<file path="src/rtl/alu64bit_issue_seq.sv">
// alu64bit_issue_seq: one-at-a-time request sequencer feeding the 64-bit ALU
// Ports: clk/rst_n (async active-low); in_valid/in_ready/in_a/in_b/in_cin/in_op request side;
//   alu_a/alu_b/alu_cin/alu_op drive the ALU, alu_s/alu_cout come back after the settle time;
//   res_valid/res_ready/res_s/res_cout/res_op result side; ops_done counts result transfers;
//   chk_err is the sticky model-mismatch flag, built only with ALU64BIT_ISSUE_SEQ_CHECK_EN.
module alu64bit_issue_seq #(
  parameter int W = 64,
  parameter int LOGIC_WAIT = 3,
  parameter int ARITH_WAIT = 10,
  parameter int CNT_W = 16
) (
  input  logic             clk,
  input  logic             rst_n,
  input  logic             in_valid,
  output logic             in_ready,
  input  logic [W-1:0]     in_a,
  input  logic [W-1:0]     in_b,
  input  logic             in_cin,
  input  logic [1:0]       in_op,
  output logic [W-1:0]     alu_a,
  output logic [W-1:0]     alu_b,
  output logic             alu_cin,
  output logic [1:0]       alu_op,
  input  logic [W-1:0]     alu_s,
  input  logic             alu_cout,
  output logic             res_valid,
  input  logic             res_ready,
  output logic [W-1:0]     res_s,
  output logic             res_cout,
  output logic [1:0]       res_op,
  output logic [CNT_W-1:0] ops_done,
  output logic             chk_err
);
  if (LOGIC_WAIT < 1 || LOGIC_WAIT > 255) begin : g_bad_logic_wait
    $error("LOGIC_WAIT must be 1..255");
  end
  if (ARITH_WAIT < 1 || ARITH_WAIT > 255) begin : g_bad_arith_wait
    $error("ARITH_WAIT must be 1..255");
  end
  typedef enum logic [1:0] {IDLE, SETTLE, HOLD} state_t;
  state_t state;
  logic [7:0] cnt;
  logic up;
  logic capture;
  // up holds in_ready low until the first edge after reset release
  assign in_ready = up && state == IDLE;
  assign capture = state == SETTLE && cnt == 8'd1;
  always_ff @(posedge clk or negedge rst_n) begin
    if (!rst_n) begin
      state <= IDLE;
      up <= 1'b0;
      cnt <= '0;
      alu_a <= '0;
      alu_b <= '0;
      alu_cin <= 1'b0;
      alu_op <= '0;
      res_valid <= 1'b0;
      res_s <= '0;
      res_cout <= 1'b0;
      res_op <= '0;
      ops_done <= '0;
    end else begin
      up <= 1'b1;
      case (state)
        IDLE: if (in_valid && in_ready) begin
          alu_a <= in_a;
          alu_b <= in_b;
          alu_cin <= in_cin;
          alu_op <= in_op;
          cnt <= in_op[1] ? 8'(ARITH_WAIT) : 8'(LOGIC_WAIT);
          state <= SETTLE;
        end
        SETTLE: begin
          cnt <= cnt - 8'd1;
          if (capture) begin
            res_s <= alu_s;
            res_cout <= alu_cout & alu_op[1];
            res_op <= alu_op;
            res_valid <= 1'b1;
            state <= HOLD;
          end
        end
        HOLD: if (res_ready) begin
          res_valid <= 1'b0;
          ops_done <= ops_done + CNT_W'(1);
          state <= IDLE;
        end
        default: state <= IDLE;
      endcase
    end
  end
`ifdef ALU64BIT_ISSUE_SEQ_CHECK_EN
  logic [W:0] model;
  logic mismatch;
  always_comb begin
    model = alu_op[1] ? {1'b0, alu_a} + {1'b0, alu_op[0] ? ~alu_b : alu_b} + (W+1)'(alu_cin)
                      : {1'b0, alu_op[0] ? alu_a ^ alu_b : ~(alu_a | alu_b)};
    mismatch = alu_s != model[W-1:0] || (alu_op[1] && alu_cout != model[W]);
  end
  always_ff @(posedge clk or negedge rst_n) begin
    if (!rst_n) chk_err <= 1'b0;
    else if (capture && mismatch) chk_err <= 1'b1;
  end
`else
  assign chk_err = 1'b0;
`endif
endmodule

</file>
<file path="config.mk">
export PLATFORM = sky130hd
export DESIGN_NAME = alu64bit_issue_seq
export DESIGN_NICKNAME = d
export VERILOG_FILES = /design/src/rtl/alu64bit_issue_seq.sv
export SDC_FILE = /design/constraint.sdc
export NUM_CORES = 1
export LEC_CHECK = 0
export BUFFER_PORTS_ARGS = -buffer_cell sky130_fd_sc_hd__buf_2
export CORE_ASPECT_RATIO = 0.75
export CORE_MARGIN = 2
export CORE_UTILIZATION = 30
export DETAILED_ROUTE_END_ITERATION = 10
export GPL_TIMING_DRIVEN = 0
export HOLD_SLACK_MARGIN = 0.08
export PLACE_DENSITY_LB_ADDON = 0.25
export SLEW_MARGIN = 15
export SYNTH_ARGS = -nofsm -noshare
export SYNTH_HDL_FRONTEND = slang
export SYNTH_SLANG_ARGS = --single-unit
</file>
<file path="constraint.sdc">
create_clock -name clk -period 4.7 [get_ports clk]
set_input_delay 0.94 -clock clk [delete_from_list [all_inputs] [get_ports clk]]
set_output_delay 0.94 -clock clk [all_outputs]
set_load 0.01 [all_outputs]
</file>
# [Word-level counts from Yosys, hierarchy flattened]
# Index checks and enable logic that the tools add are counted.
# W data, S select, Z words.
[totals] inputBits=200 out_inout_bits=217 register_bits=226 word_cells=43
[classes] add_sub_neg=2 eq_ne=6 bitwise=1 reduce_logical=12 n_mux=10
[op_table] operator="$add A16 B1 Y16 const B" count=1
[op_table] operator="$pmux W8 S2" count=1
[op_table] operator="$eq A8 B1 Y1 const B" count=1
[op_table] operator="$mux W8" count=1
[op_table] operator="$reduce_and A2 Y1" count=4
[op_table] operator="$sub A8 B1 Y8 const B" count=1
[op_table] operator="$mux W2" count=3
[op_table] operator="$pmux W2 S3" count=1
[op_table] operator="$reduce_and A3 Y1" count=2
[op_table] operator="$mux W4" count=1
[op_table] operator="$ne A2 B2 Y1 const B" count=2
[op_table] operator="$reduce_bool A2 Y1" count=2
[op_table] operator="$logic_and A1 B1 Y1" count=3
[op_table] operator="$eq A2 B1 Y1 const B" count=1
[op_table] operator="$eq A2 B2 Y1 const B" count=1
[op_table] operator="$logic_not A2 Y1" count=1
[op_table] operator="$mux W1" count=2
[op_table] operator="$ne A2 B1 Y1 const B" count=1
[op_table] operator="$pmux W1 S2" count=1
[op_table] operator="$and A1 B1 Y1" count=1

# [Logic depth before layout (Yosys ltp)]
[logic_depth] ltp_word=5 depth_mapped=8 mapped_depth_nobuf=6

# [Least setup slack after synthesis]
# OpenSTA, ideal clock, no wires.
[synth_timing] path_type="input -> register" startpoint="input res_ready" endpoint="register ops_done[5]" required_ns=4.574 slack_ns=2.871 setup_time_ns=0.126 t_arrival_ns=1.703 cell_stages=5 path_buffers=1 path_cell_list="and4b_1 -> and3_1 -> clkbuf_1 -> nand3_1 -> xnor2_1"
[synth_via] elab_chain_cells=1
[synth_lines] item="from (decl)" line="27" rtl="input logic res_ready,"
[synth_lines] item="$reduce_and A2 Y1 (no line)"
[synth_lines] item="to (signal assigned)" line="85" rtl="ops_done <= ops_done + CNT_W'(1);"
[synth_lines] item="to (decl)" line="31" rtl="output logic [CNT_W-1:0] ops_done,"
# Every way passes these cells.
# A chain may end at the register's enable or synchronous reset.

# [Worst setup path after layout]
[layout_timing] startpoint="register state[1]" endpoint="output in_ready"
[layout_via] elab_chain_cells=2
[layout_lines] item="from (decl)" line="41" rtl="state_t state;"
[layout_lines] item="from (signal assigned)" line="50" rtl="state <= IDLE;"
[layout_lines] item="from (signal assigned)" line="71" rtl="state <= SETTLE;"
[layout_lines] item="from (signal assigned)" line="80" rtl="state <= HOLD;"
[layout_lines] item="$logic_not A2 Y1" line="46" rtl="assign in_ready = up && state == IDLE;"
[layout_lines] item="$logic_and A1 B1 Y1" line="46"
[layout_lines] item="to (decl)" line="15" rtl="output logic in_ready,"
# Every way passes these cells.

==> run metrics <==
Synth cell types=39; Synth Area per Inst=10.9 um^2; Most used DFF post-synth=dfrtp_1; Worst EP required=approximately 3.8 ns; slew margin rel.=0.530; arrival time worst endpoint=1.45 ns; layout cells sized above 1=0.435; top cell type's share of synthesized area=0.636; core area=around 0.029 mm^2; minimum clock period=2.39 ns; CTS tree=yes; first-pass GRT wire length=40.7 mm; clock sinks=226; metal3 WL=2.18 mm; fin crit share=0.509; maximum buffer depth of the clock tree=3; synth top area cells=dfrtp_1, nand2_1, mux2_4; WHS=0.398 ns; Setup TNS=0 ns; RSZ-0062 raised after global routing=no; max frequency=0.418 GHz; Synth Instances=~800; Post-DP HPWL=19.1 mm; Core Rows=54; Setup-failing EPs final=0; Metal-1 WL=~11 mm; worst skew pair latency=0.51 ns; root buf cell=clkbuf_16; clock-pin slew on the worst setup and hold paths=0.06 ns; initial antenna violation count=1; clock buffer count from CTS=24; Die W=between 200 and 250 um; Cell Pwr Density=about 640 mW/mm^2; sequential area share after synthesis=0.636; top sig layer=met5; Hold/Removal Path Class=input pin to async pin; Leak=6.91 nW; P&R area growth vs syn=38.7%; Clock Skew=0.00808 ns; max_cap viols=0; worst-margin pin slew=0.705 ns; Mapped Area=between 0.008 and 0.009 mm^2; Resized cells post-CTS=0; Syn Nets=between 1000 and 1500; Fin. Hold Viols=0; DRT Pass-1 Iters=4; final net count=1465; Yosys reg bits=226; largest net degree at the start of global routing=84; DR vias=around 7200; Antenna Nets Post-Route=0; residual DRC count=0; r2r setup slk=~2.6 ns; num ports=417; FFs w/ async S/R, synth=1.00; Synth warnings=0; Synth area leader=dfrtp_1; Setup crit end kind=primary output; metal2 WL=11.6 mm; CP Launch Type=flip-flop; RePlAce Congestion=0.802; vias in the first global route=7229; fin. max-slew vios=0; Starting Density=0.305; setup bufs post-CTS=0; status=finished, final reports clean; port bufs=415; Die H=153 um; die area=0.0311 mm^2; Total GRT Usage=0.163; grt ovf=0; Worst Path Class, Setup=flip-flop to primary output; Max Fanout on Critical Path=10; hold buffers post-CTS=0; vias per inst=between 4 and 5; # fillers=roughly 2900; VDD IR-drop max=between 300 and 400 uV; Post-synth EDFFs=0; DRT Wirelength=25.7 mm; H-tree depth=1; DR iter-0 viols=slightly above 300; WL/cell=15.4 um
==> logic make-up (layout without fill, tap and decap cells) <==
group           Yosys count  after routing  share of synthesized area
simple gates            445            445                      0.202
buf+inv                  45            504                     0.0329
xor+xnor                 15             15                     0.0148
fa+ha+maj                 3              3                    0.00422
flops                   226            226                      0.636
mux                      71             71                      0.102
compound gates           12             12                    0.00774
other cells               2              3                   0.000844
==> power breakdown <==
part	switching, mW	internal, mW	total, mW
logic	1.45	1.25	2.70
clock network	0.770	1.17	1.94
registers	0.461	2.80	3.27
==> registers in the layout, indices dropped and copies added, names as in the netlist, 2 cells and up <==
name	cells
res_op	2
res_s	64
alu_op	2
ops_done	16
alu_a	64
cnt	8
state	2
alu_b	64
==> stage by stage <==
step	instances	setup slack (ns)	instance area, um^2	utilization	power [mW]
detailed placement	1628	2.03	11500	0.396	6.03
floorplan	819	2.87	8890	-	4.70
global placement	1626	-1.57	11500	0.394	5.99
global route	1670	2.14	12300	0.424	8.47
finish	1671	2.31	12300	0.424	7.91
CTS	1670	2.27	12300	0.424	8.03
==> cells in the mapped netlist, types with 2 or more instances <==
cell type	n
a21oi_1	2
and2_1	2
and3_1	5
and4_1	2
buf_2	17
buf_6	13
clkbuf_1	9
conb_1	2
dfrtp_1	226
ha_1	3
inv_1	4
mux2_2	38
mux2_4	29
mux2i_1	4
nand2_1	404
nand2b_1	3
nand3_1	10
nand3b_1	3
nor2_1	4
o21ai_0	7
xnor2_1	14
==> cell usage in the layout, fill, tap and decap left out, types with 3 or more instances in the layout <==
master	count
mux2i_1	4
and3_1	5
nand2_1	404
clkbuf_8	6
nand3b_1	3
nand3_1	10
nor2_1	4
o21ai_0	7
mux2_2	38
ha_1	3
buf_2	431
xnor2_1	14
inv_1	4
mux2_4	29
nand2b_1	3
clkinv_2	4
buf_6	13
clkbuf_16	25
clkbuf_1	14
dfrtp_1	226
==> metal layers <==
| layer | vias up | track usage |
|---|---|---|
| li1 | 3467 | - |
| met1 | 3380 | 0.217 |
| met2 | 269 | 0.265 |
| met3 | 35 | 0.0467 |
| met4 | 2 | 0.0348 |
| met5 | - | 0 |
==> layout make-up <==
| type | instances | area (um^2) | share of cell area |
|---|---|---|---|
| plain buffers | 41 | 278 | 0.0225 |
| clock buffers | 36 | 727 | 0.0589 |
| diodes | 1 | 2.50 | 0.000203 |
| repair buffers | 417 | 2140 | 0.174 |
| inverters | 4 | 15.0 | 0.00122 |
| multi-input cells | 548 | 2950 | 0.239 |
| well taps | 392 | 490 | 0.0398 |
| clock inverters | 6 | 80.1 | 0.00649 |
| flip-flops and latches | 226 | 5660 | 0.458 |
==> final timing paths <==
check,start,depth (start not counted),end
worst max register to register,state[0],6,alu_b[3]
worst min-delay path,rst_n,1,alu_a[0]
max in group asynchronous,rst_n,2,res_s[0]
worst max-delay path,state[1],3,in_ready
worst min register to register,alu_b[14],2,alu_b[14]
min in group clk,alu_b[14],2,alu_b[14]
==> critical path, cell delays in order (launching register included) <==
cell and delay, ns:
dfrtp_1 0.36, buf_2 0.17, nor3b_1 0.24, buf_2 0.18
Power figures use the tool's default switching activity.
